`src/rtl/seven_segment_scan_capture_pkg.sv`:
```
// Shared constants for the 7-segment scan capture block and its bench monitors.
//   - Active-low segment codes {CA,CB,CC,CD,CE,CF,CG} for digits 0-9 and blank
//   - BCD codes used for a blank digit and for an unrecognised pattern
//   - FSM state encodings
//   - one_low(): true when exactly one active-low anode is asserted
package seg7_pkg;

  localparam logic [6:0] SEG_0     = 7'b0000001;
  localparam logic [6:0] SEG_1     = 7'b1001111;
  localparam logic [6:0] SEG_2     = 7'b0010010;
  localparam logic [6:0] SEG_3     = 7'b0000110;
  localparam logic [6:0] SEG_4     = 7'b1001100;
  localparam logic [6:0] SEG_5     = 7'b0100100;
  localparam logic [6:0] SEG_6     = 7'b0100000;
  localparam logic [6:0] SEG_7     = 7'b0001111;
  localparam logic [6:0] SEG_8     = 7'b0000000;
  localparam logic [6:0] SEG_9     = 7'b0000100;
  localparam logic [6:0] SEG_BLANK = 7'b1111111;

  localparam logic [3:0] BLANK_BCD = 4'hF;
  localparam logic [3:0] BAD_BCD   = 4'hE;

  localparam logic [1:0] ST_IDLE     = 2'd0;
  localparam logic [1:0] ST_SETTLE   = 2'd1;
  localparam logic [1:0] ST_CAPTURED = 2'd2;

  function automatic logic one_low(input logic [7:0] anodes);
    logic [7:0] lo;
    lo = ~anodes;
    return (lo != 8'd0) && ((lo & (lo - 8'd1)) == 8'd0);
  endfunction

endpackage

```
`src/rtl/seven_segment_scan_capture_if.sv`:
```
// Bundle of the scanned display pins and the rebuilt display value.
//   master: drives Enable/Err_clear/Anodes/Cathodes/DP, observes the outputs
//   slave : the capture block (reads the pins, drives Digits/DP_mask/flags)
interface seven_segment_scan_capture_if;
  logic        Enable;
  logic        Err_clear;
  logic [7:0]  Anodes;
  logic [6:0]  Cathodes;
  logic        DP;
  logic [31:0] Digits;
  logic [7:0]  DP_mask;
  logic        Frame_valid;
  logic        Seg_error;
  logic        Anode_error;

  modport master (
    output Enable, Err_clear, Anodes, Cathodes, DP,
    input  Digits, DP_mask, Frame_valid, Seg_error, Anode_error
  );

  modport slave (
    input  Enable, Err_clear, Anodes, Cathodes, DP,
    output Digits, DP_mask, Frame_valid, Seg_error, Anode_error
  );
endinterface

```
`src/rtl/seven_segment_scan_capture_decode.sv`:
```
// seg7_pattern_to_bcd: combinational decode of an active-low {CA..CG} pattern.
//   pattern in  7  active-low segment lines
//   bad     out 1  pattern is neither 0-9 nor blank
//   bcd     out 4  decoded digit, BLANK_BCD for blank, BAD_BCD when bad
module seg7_pattern_to_bcd
  import seg7_pkg::*;
(
  input  logic [6:0] pattern,
  output logic       bad,
  output logic [3:0] bcd
);

  always_comb begin
    bad = 1'b0;
    case (pattern)
      SEG_0:     bcd = 4'd0;
      SEG_1:     bcd = 4'd1;
      SEG_2:     bcd = 4'd2;
      SEG_3:     bcd = 4'd3;
      SEG_4:     bcd = 4'd4;
      SEG_5:     bcd = 4'd5;
      SEG_6:     bcd = 4'd6;
      SEG_7:     bcd = 4'd7;
      SEG_8:     bcd = 4'd8;
      SEG_9:     bcd = 4'd9;
      SEG_BLANK: bcd = BLANK_BCD;
      default: begin
        bcd = BAD_BCD;
        bad = 1'b1;
      end
    endcase
  end

endmodule

```
`src/rtl/seven_segment_scan_capture.sv`:
```
// Rebuilds the 8-digit value shown on a multiplexed 7-segment display by watching
// its anode/cathode/DP pins.
//   Clock_100MHz in  system clock
//   Clear_n      in  asynchronous active-low reset
//   bus (slave)      Enable, Err_clear, Anodes, Cathodes, DP in;
//                    Digits, DP_mask, Frame_valid, Seg_error, Anode_error out
module seven_segment_scan_capture
  import seg7_pkg::*;
#(
  parameter int STABLE_CYCLES = 16,
  parameter int CNT_W         = 8
) (
  input  logic                          Clock_100MHz,
  input  logic                          Clear_n,
  seven_segment_scan_capture_if.slave   bus
);

  localparam logic [CNT_W-1:0] DWELL_MAX = CNT_W'(STABLE_CYCLES);
  localparam logic [CNT_W-1:0] DWELL_CAP = CNT_W'(STABLE_CYCLES - 1);

  // Synced pin word: {Anodes, Cathodes, DP}; all-ones is the display-off pattern.
  logic [15:0]      sync1_q, sync1_d, sync_q, prev_q;
  logic [CNT_W-1:0] dwell_q, dwell_d;
  logic [1:0]       state_q, state_d;
  logic [7:0][3:0]  shadow_q, shadow_d;
  logic [7:0]       dpm_q, dpm_d, seen_q, seen_d, dp_mask_q, dp_mask_d;
  logic [31:0]      digits_q, digits_d;
  logic             frame_valid_q, frame_valid_d;
  logic             seg_err_q, seg_err_d, anode_err_q, anode_err_d;

  logic [7:0] s_an;
  logic [6:0] s_cath;
  logic       s_dp_n, same, any_low, capture, dec_bad;
  logic [3:0] dec_bcd;

  assign s_an   = sync_q[15:8];
  assign s_cath = sync_q[7:1];
  assign s_dp_n = sync_q[0];

  seg7_pattern_to_bcd u_dec (
    .pattern (s_cath),
    .bad     (dec_bad),
    .bcd     (dec_bcd)
  );

  always_comb begin
    sync1_d       = {bus.Anodes, bus.Cathodes, bus.DP};
    same          = (sync_q == prev_q);
    any_low       = (s_an != 8'hFF);
    state_d       = state_q;
    shadow_d      = shadow_q;
    dpm_d         = dpm_q;
    seen_d        = seen_q;
    digits_d      = digits_q;
    dp_mask_d     = dp_mask_q;
    frame_valid_d = 1'b0;
    capture       = 1'b0;
    seg_err_d     = bus.Err_clear ? 1'b0 : seg_err_q;
    anode_err_d   = bus.Err_clear ? 1'b0 : anode_err_q;

    if (!same)                   dwell_d = '0;
    else if (dwell_q == DWELL_MAX) dwell_d = dwell_q;
    else                         dwell_d = dwell_q + CNT_W'(1);

    if (!bus.Enable) begin
      state_d = ST_IDLE;
      dwell_d = '0;
      seen_d  = '0;
    end else begin
      case (state_q)
        // Any low anode starts a dwell, so overlapping anodes reach the error check.
        ST_IDLE: if (any_low) state_d = ST_SETTLE;
        // dwell_d reaching STABLE_CYCLES-1 means the pattern was held STABLE_CYCLES samples.
        ST_SETTLE: begin
          if (!same) begin
            state_d = any_low ? ST_SETTLE : ST_IDLE;
          end else if (dwell_d == DWELL_CAP) begin
            state_d = ST_CAPTURED;
            if (one_low(s_an)) capture     = 1'b1;
            else               anode_err_d = 1'b1;
          end
        end
        ST_CAPTURED: if (!same) state_d = any_low ? ST_SETTLE : ST_IDLE;
        default: state_d = ST_IDLE;
      endcase
    end

    if (capture) begin
      for (int i = 0; i < 8; i++) begin
        if (!s_an[i]) begin
          shadow_d[i] = dec_bcd;
          dpm_d[i]    = ~s_dp_n;
          seen_d[i]   = 1'b1;
        end
      end
      if (dec_bad) seg_err_d = 1'b1;
      // Frame completes on the capture that fills the bitmap.
      if (seen_d == 8'hFF) begin
        digits_d      = shadow_d;
        dp_mask_d     = dpm_d;
        frame_valid_d = 1'b1;
        seen_d        = '0;
      end
    end
  end

  always_ff @(posedge Clock_100MHz or negedge Clear_n) begin
    if (!Clear_n) begin
      sync1_q       <= '1;
      sync_q        <= '1;
      prev_q        <= '1;
      dwell_q       <= '0;
      state_q       <= ST_IDLE;
      shadow_q      <= '0;
      dpm_q         <= '0;
      seen_q        <= '0;
      digits_q      <= '0;
      dp_mask_q     <= '0;
      frame_valid_q <= 1'b0;
      seg_err_q     <= 1'b0;
      anode_err_q   <= 1'b0;
    end else begin
      sync1_q       <= sync1_d;
      sync_q        <= sync1_q;
      prev_q        <= sync_q;
      dwell_q       <= dwell_d;
      state_q       <= state_d;
      shadow_q      <= shadow_d;
      dpm_q         <= dpm_d;
      seen_q        <= seen_d;
      digits_q      <= digits_d;
      dp_mask_q     <= dp_mask_d;
      frame_valid_q <= frame_valid_d;
      seg_err_q     <= seg_err_d;
      anode_err_q   <= anode_err_d;
    end
  end

  assign bus.Digits      = digits_q;
  assign bus.DP_mask     = dp_mask_q;
  assign bus.Frame_valid = frame_valid_q;
  assign bus.Seg_error   = seg_err_q;
  assign bus.Anode_error = anode_err_q;

endmodule

```
`src/flat_wrapper.sv`:
```
// flat-port wrapper written by rule: the top's interface ports become plain ports
module seven_segment_scan_capture_flat import seg7_pkg::*;
#(
  parameter int STABLE_CYCLES = 16,
  parameter int CNT_W         = 8
)
  (Clock_100MHz, Clear_n, bus_Enable, bus_Err_clear, bus_Anodes, bus_Cathodes, bus_DP, bus_Digits, bus_DP_mask, bus_Frame_valid, bus_Seg_error, bus_Anode_error);
  seven_segment_scan_capture_if bus_i ();
  input  logic Clock_100MHz;
  input  logic Clear_n;
  input wire logic [$bits(bus_i.Enable)-1:0] bus_Enable;
  input wire logic [$bits(bus_i.Err_clear)-1:0] bus_Err_clear;
  input wire logic [$bits(bus_i.Anodes)-1:0] bus_Anodes;
  input wire logic [$bits(bus_i.Cathodes)-1:0] bus_Cathodes;
  input wire logic [$bits(bus_i.DP)-1:0] bus_DP;
  output wire logic [$bits(bus_i.Digits)-1:0] bus_Digits;
  output wire logic [$bits(bus_i.DP_mask)-1:0] bus_DP_mask;
  output wire logic [$bits(bus_i.Frame_valid)-1:0] bus_Frame_valid;
  output wire logic [$bits(bus_i.Seg_error)-1:0] bus_Seg_error;
  output wire logic [$bits(bus_i.Anode_error)-1:0] bus_Anode_error;
  assign bus_i.Enable = bus_Enable;
  assign bus_i.Err_clear = bus_Err_clear;
  assign bus_i.Anodes = bus_Anodes;
  assign bus_i.Cathodes = bus_Cathodes;
  assign bus_i.DP = bus_DP;
  assign bus_Digits = bus_i.Digits;
  assign bus_DP_mask = bus_i.DP_mask;
  assign bus_Frame_valid = bus_i.Frame_valid;
  assign bus_Seg_error = bus_i.Seg_error;
  assign bus_Anode_error = bus_i.Anode_error;
  seven_segment_scan_capture #(.STABLE_CYCLES(STABLE_CYCLES), .CNT_W(CNT_W)) u_core (.Clock_100MHz(Clock_100MHz), .Clear_n(Clear_n), .bus(bus_i));
endmodule
```
`config.mk`:
```
export PLATFORM = sky130hd
export DESIGN_NAME = seven_segment_scan_capture_flat
export DESIGN_NICKNAME = d
export VERILOG_FILES = /design/src/rtl/seven_segment_scan_capture_pkg.sv /design/src/rtl/seven_segment_scan_capture_if.sv /design/src/rtl/seven_segment_scan_capture_decode.sv /design/src/rtl/seven_segment_scan_capture.sv /design/src/flat_wrapper.sv
export SDC_FILE = /design/constraint.sdc
export NUM_CORES = 1
export LEC_CHECK = 0
export CORE_UTILIZATION = 25
export DETAILED_ROUTE_END_ITERATION = 6
export GPL_ROUTABILITY_DRIVEN = 1
export SETUP_SLACK_MARGIN = 0.3
export SLEW_MARGIN = 20
export SYNTH_ARGS = -nofsm -noshare
export SYNTH_HDL_FRONTEND = slang
export SYNTH_SLANG_ARGS = --single-unit
export TNS_END_PERCENT = 100
```
`constraint.sdc`:
```
create_clock -name Clock_100MHz -period 5.1 [get_ports Clock_100MHz]
set_input_delay 1.02 -clock Clock_100MHz [delete_from_list [all_inputs] [get_ports Clock_100MHz]]
set_output_delay 1.02 -clock Clock_100MHz [all_outputs]
set_load 0.005 [all_outputs]
```
; ---- Yosys cells after proc, flatten, opt, wreduce, memory -nomap -nowiden
; Index checks and enable logic that the tools add are counted.
[word_totals]
in_bits = 20
output_inout_bits = 43
word_cells = 115
regBits = 149
[op_classes]
n_mux = 62
n_eq_ne = 20
reduce_logical = 8
n_addsub = 2
bitwise = 3
[op_table]
columns = op, count
row1 = two-way mux 8 bit, 6
row2 = case mux 4 bit (11 select lines), 1
row3 = two-way mux 1 bit, 41
row4 = two-way mux 4 bit, 8
row5 = == test 7 bit (second input constant), 3
row6 = == test 16 bit, 1
row7 = == test 7 x 3 -> 1 bit (second input constant), 2
row8 = == test 7 x 6 -> 1 bit (second input constant), 2
row9 = OR reduction 11 bit, 1
row10 = two-way mux 2 bit, 5
row11 = adder 8 x 1 -> 8 bit (second input constant), 1
row12 = AND 8 bit, 1
row13 = == test 8 x 4 -> 1 bit (second input constant), 1
row14 = == test 8 x 5 -> 1 bit (second input constant), 1
row15 = == test 8 bit (second input constant), 1
row16 = logical NOT 8 bit, 1
row17 = != test 8 bit (second input constant), 1
row18 = NOT 8 bit, 1
row19 = nonzero test 8 bit, 1
row20 = subtractor 8 x 1 -> 8 bit (second input constant), 1
row21 = == test 7 x 1 -> 1 bit (second input constant), 1
row22 = == test 7 x 4 -> 1 bit (second input constant), 1
row23 = == test 7 x 5 -> 1 bit (second input constant), 1
row24 = logical NOT 7 bit, 1
row25 = other kinds (11), 11

; ---- Longest topological paths before layout
[depth]
depth_word = 14
ltp_mapped = 9

; ---- By module
; A second synthesis with hierarchy kept.
[unflattened]
hier_cells = 482
area_unflattened_um2 = 6446.2
[by_module_without_submodules]
columns = module, seq_area_each_um2, cells_each, area_per_inst_um2, n_inst
row1 = seven_segment_scan_capture, 3788.6, 444, 6167.2, 1
row2 = seg7_pattern_to_bcd, 0.0, 38, 279.0, 1

; ---- Worst setup path after synthesis
; No wires, ideal clock.
[synth_path]
path_kind = input-to-reg
from = input port bus_Enable
to = register u_core.dp_mask_q[0], in the netlist u_core.bus.DP_mask[0]
setup_slack_ps = 2190
cell_stages = 8
t_arrival_ps = 2785
required_ps = 4975
path_cell_list = clkbuf_1 > nand2_1 > a22o_1 > a221oi_1 > nand3_1 > nor3_4 > buf_6 > mux2_2
[synth_between]
elab_chain_cells = 5
[synth_rtl]
columns = element, line
row1 = start: declaration, flat_wrapper.sv:11  ; input wire logic [$bits(bus_i.Enable)-1:0] bus_Enable;
row2 = two-way mux 8 bit, seven_segment_scan_capture.sv:65  ; if (!bus.Enable) begin
row3 = two-way mux 1 bit, seven_segment_scan_capture.sv:90  ; if (!s_an[i]) begin
row4 = two-way mux 1 bit, seven_segment_scan_capture.sv:88  ; if (capture) begin
row5 = == test 8 bit, seven_segment_scan_capture.sv:98  ; if (seen_d == 8'hFF) begin
row6 = AND reduction 2 bit (no source line) *, --
row7 = end signal: assignment, seven_segment_scan_capture.sv:132  ; dp_mask_q <= dp_mask_d;
row8 = end: declaration, seven_segment_scan_capture.sv:26  ; logic [7:0] dpm_q, dpm_d, seen_q, seen_d, dp_mask_q, dp_mask_d;
; Mark *: on every way between the ends. The rest lies on a longest branch, timed or not. The select of a mux whose other input is x is not followed.
; A chain may end at the register's enable or synchronous reset.

; ---- Worst setup path after layout
[layout_path]
from = register u_core.sync_q[9]
to = register u_core.dp_mask_q[4], in the netlist u_core.bus.DP_mask[4]
[layout_between]
elab_chain_cells = 11
[layout_rtl]
columns = element, line
row1 = start: declaration, seven_segment_scan_capture.sv:22  ; logic [15:0] sync1_q, sync1_d, sync_q, prev_q;
row2 = start signal: assignment, seven_segment_scan_capture.sv:124  ; sync_q <= sync1_q;
row3 = NOT 8 bit, seven_segment_scan_capture_pkg.sv:29  ; lo = ~anodes;
row4 = subtractor 8 x 1 -> 8 bit, seven_segment_scan_capture_pkg.sv:30  ; return (lo != 8'd0) && ((lo & (lo - 8'd1)) == 8'd0);
row5 = AND 8 bit, seven_segment_scan_capture_pkg.sv:30
row6 = logical NOT 8 bit, seven_segment_scan_capture_pkg.sv:30
row7 = logical AND 1 bit, seven_segment_scan_capture_pkg.sv:30
row8 = two-way mux 1 bit, seven_segment_scan_capture.sv:79  ; if (one_low(s_an)) capture = 1'b1;
row9 = two-way mux 1 bit, seven_segment_scan_capture.sv:77  ; end else if (dwell_d == DWELL_CAP) begin
row10 = two-way mux 1 bit, seven_segment_scan_capture.sv:75  ; if (!same) begin
row11 = two-way mux 1 bit, seven_segment_scan_capture.sv:70  ; case (state_q)
row12 = two-way mux 1 bit, seven_segment_scan_capture.sv:65
row13 = AND reduction 2 bit (no source line) *, --
; Marks and branches as above.

==> flow_summary.toml <==
[synth]
yosysWarnings = 0
avgSynthCellArea_sq_um = 11.99
yosysTopAreaCellShare = 0.3904
syn_inst = 540
synth_edf_count = 0
synth_area_leader_cell = "dfrtp_1"
synth.ff_latch_count = 149
synthTopCellsByArea = "dfrtp_1, dfstp_2, mux2_2, nand2_1, o21ai_0"
seq_area_frac_synth = 0.5852
netlist_area_sq_mm = 0.006474
synth_common_cells = "dfrtp_1, mux2_2, nand2_1"
ys.flop_type = "dfrtp_1"
netlist-cell-type-count = 50
synth_async_sr_flop_share = 1.000
syn_nets = 562
yosysMostFrequentCell = "dfrtp_1"

[placed_design]
place.gp.congestion = 0.7829
port-buffer-count = 62
hpwl_um = 9489
dp_worst_setup_slack_ns = 1.483

[power_and_ir_drop]
p_sw_frac = 0.2208
p_leak_nw = 3.447
power_switching_mw = 0.5760
internal_power_mw = 2.033
power_density_mw_per_mm2 = 326.9
seqPwrFrac = 0.481
ir_drop_mv = 0.2281
pwr-share-clk = 0.486
power_frac_comb = 0.033

[sta]
drv_slew = 0
post-route-worst-setup-slack_ns = 1.539
tns_ns = 0
fin_skew_ns = 0.006210
slew_headroom = 0.3490
setup_violations = 0
fmax_mhz = 280.8
rsz0062_at_grt = "false"
period_share = 0.6983
period_needed_ns = 3.561
tightest_slew_ns = 0.9765
hold_viol = 0

[worst_setup_path]
rr_endpoint = "u_core.bus.DP_mask[4]"
r2r_cells = 7
cp.arrival_ns = 3.87
end_kind = "flop"
worstPathMaxFanout = 25
crit-reg2reg-launch = "u_core.sync_q[9]"
cp-start-kind = "flop"
critPathRequiredTime_ns = 5.40
rrSetupSlack_ns = 1.54
crit_type = "reg -> reg"

[final_layout]
antenna_cells = 0
drive_gt1_frac = 0.2777
nNetsFinal = 614
synthToLayoutAreaGrowth_pct = 23.25

[clock_network]
ctsResizeCount = 0
cts_buffers = 17
clock_path_buffers = 2
ctsHtreeMaxLevel = 4
holdBufCountCts = 0
clk_pin_slew_ns = 0.06
tritoncts = "yes"
clk_latency_ns = 0.42
numClockSinks = 149
cts_root_buf = "clkbuf_16"
cts_setup_buffers = 0

[hold_path]
hold_depth = 0
hold_class = "reg -> reg"
holdPathEnd = "u_core.sync_q[15]"
hp-start = "u_core.sync1_q[15]"

[floorplanning]
core_area_sq_mm = 0.02533
rows = 58
die_h_um = 162.9
die_w_um = 162.9
start_util = 0.2556
io_pins = 63
fp.dieArea_sq_mm = 0.02654

[route]
postRouteAntennaNets = 0
wl_per_cell_um = 15.06
drt-total-wl_um = 14080
first_pass_iters = 5
drt-initial-drc-count = 195
vias = 4090
drcViolationCount = 0
vias_per_cell = 4.374

[grt]
grt.total_usage = 0.1146
grt_pass1_vias = 4158
grt-ovfl-total = 0
antenna_found_initial = 0
grt_pass1_wl_um = 23270
grt_max_degree = 84

[run_status]
status = "finished, final reports clean"

[run]
cap_violations = 0
==> worst max-delay path by stage <==
stage                      from                     to  slack, ns  cells after the start
2_1_floorplan        bus_Enable  u_core.bus.DP_mask[0]       2.19                      8
3_3_place_gp         bus_Enable  u_core.bus.Digits[16]       1.50                      8
3_5_place_dp         bus_Enable  u_core.bus.DP_mask[4]       1.48                      8
4_1_cts        u_core.sync_q[8]  u_core.bus.DP_mask[4]       1.51                      7
5_1_grt        u_core.sync_q[8]  u_core.bus.Digits[25]       1.25                      7
6_report       u_core.sync_q[9]  u_core.bus.DP_mask[4]       1.54                      7
==> power by group through the flow <==
stage	Combinational [mW]	Sequential [mW]	Clock (mW)
2_1_floorplan	0.0565	1.25	0
3_3_place_gp	0.0900	1.27	0
3_5_place_dp	0.0905	1.27	0
4_1_cts	0.0908	1.25	1.30
5_1_grt	0.100	1.26	1.36
6_report	0.0873	1.25	1.27
==> cells by family (layout without fill, tap and decap cells) <==
family,after synthesis,in the layout,synth area share
AOI/OAI and AO/OA,82,82,0.07422
xor gates and xnor gates,25,25,0.03382
adders and majority gates,2,2,0.003865
buffers and inverters,50,115,0.03614
DFF,149,149,0.5852
muxes,80,80,0.1376
and+or+nand+nor,152,152,0.1291
==> worst max-delay path, stage by stage (launching register included) <==
cell	delay [ns]
dfstp_2	0.75
nand4_1	0.26
nor4_1	0.29
a211oi_1	0.13
or4b_1	0.92
nor3_4	0.32
buf_4	0.36
mux2_2	0.38
==> area by class of cell <==
class / count / area [sq um]
Timing Repair Buffer: 69 / 674.4
Fill cell: 2511 / 17350
Tap cell: 330 / 412.9
Clock inverter: 13 / 156.4
Inverter: 14 / 52.55
Clock buffer: 19 / 442.9
Sequential cell: 149 / 3789
Multi-Input combinational cell: 341 / 2451
==> stage by stage <==
| stage | hold slack, ns | area (sq um) | utilization | std cells | power (mW) |
|---|---|---|---|---|---|
| 2_1_floorplan | 0.3452 | 6474 | - | 540 | 1.302 |
| 4_1_cts | 0.3556 | 7979 | 0.3150 | 935 | 2.645 |
| 5_1_grt | 0.3568 | 7979 | 0.3150 | 935 | 2.719 |
| 6_report | 0.3539 | 7979 | 0.3150 | 935 | 2.609 |
| 3_5_place_dp | 0.3468 | 7380 | 0.2914 | 903 | 1.365 |
| 3_3_place_gp | 0.3465 | 7380 | 0.2914 | 903 | 1.364 |
==> metal layers <==
metal / global-route usage / wire length [um] / share of wire / vias to the layer above
met5: 0 / 0 / 0 / -
met4: 0.04078 / 170 / 0.012 / 0
met3: 0.03259 / 616 / 0.044 / 14
met2: 0.1781 / 6612 / 0.47 / 77
met1: 0.1513 / 6682 / 0.47 / 2033
li1: - / - / - / 1966
==> state kept, by name, summed over array words and instances, names as in the netlist <==
signal	cells
u_core.bus.Anode_error	1
u_core.bus.DP_mask	8
u_core.bus.Digits	32
u_core.bus.Frame_valid	1
u_core.bus.Seg_error	1
u_core.dpm_q	8
u_core.dwell_q	8
u_core.prev_q	16
u_core.seen_q	8
u_core.shadow_q	32
u_core.state_q	2
u_core.sync1_q	16
u_core.sync_q	16
==> layout by cell type, fill, tap and decap left out, types with 4 or more instances in the layout <==
cell type / count
a21oi_1: 14
and3_1: 7
buf_4: 7
clkbuf_16: 17
clkdlybuf4s50_1: 61
clkinv_2: 5
dfrtp_1: 101
dfstp_2: 48
inv_1: 14
mux2_1: 4
mux2_2: 68
mux2i_1: 8
nand2_1: 62
nand3_1: 5
nor2_1: 28
nor3_1: 7
nor3_4: 9
nor4_1: 7
o21ai_0: 45
xnor2_1: 5
xor2_1: 20
Note: power is estimated with default switching activity, not from simulation.
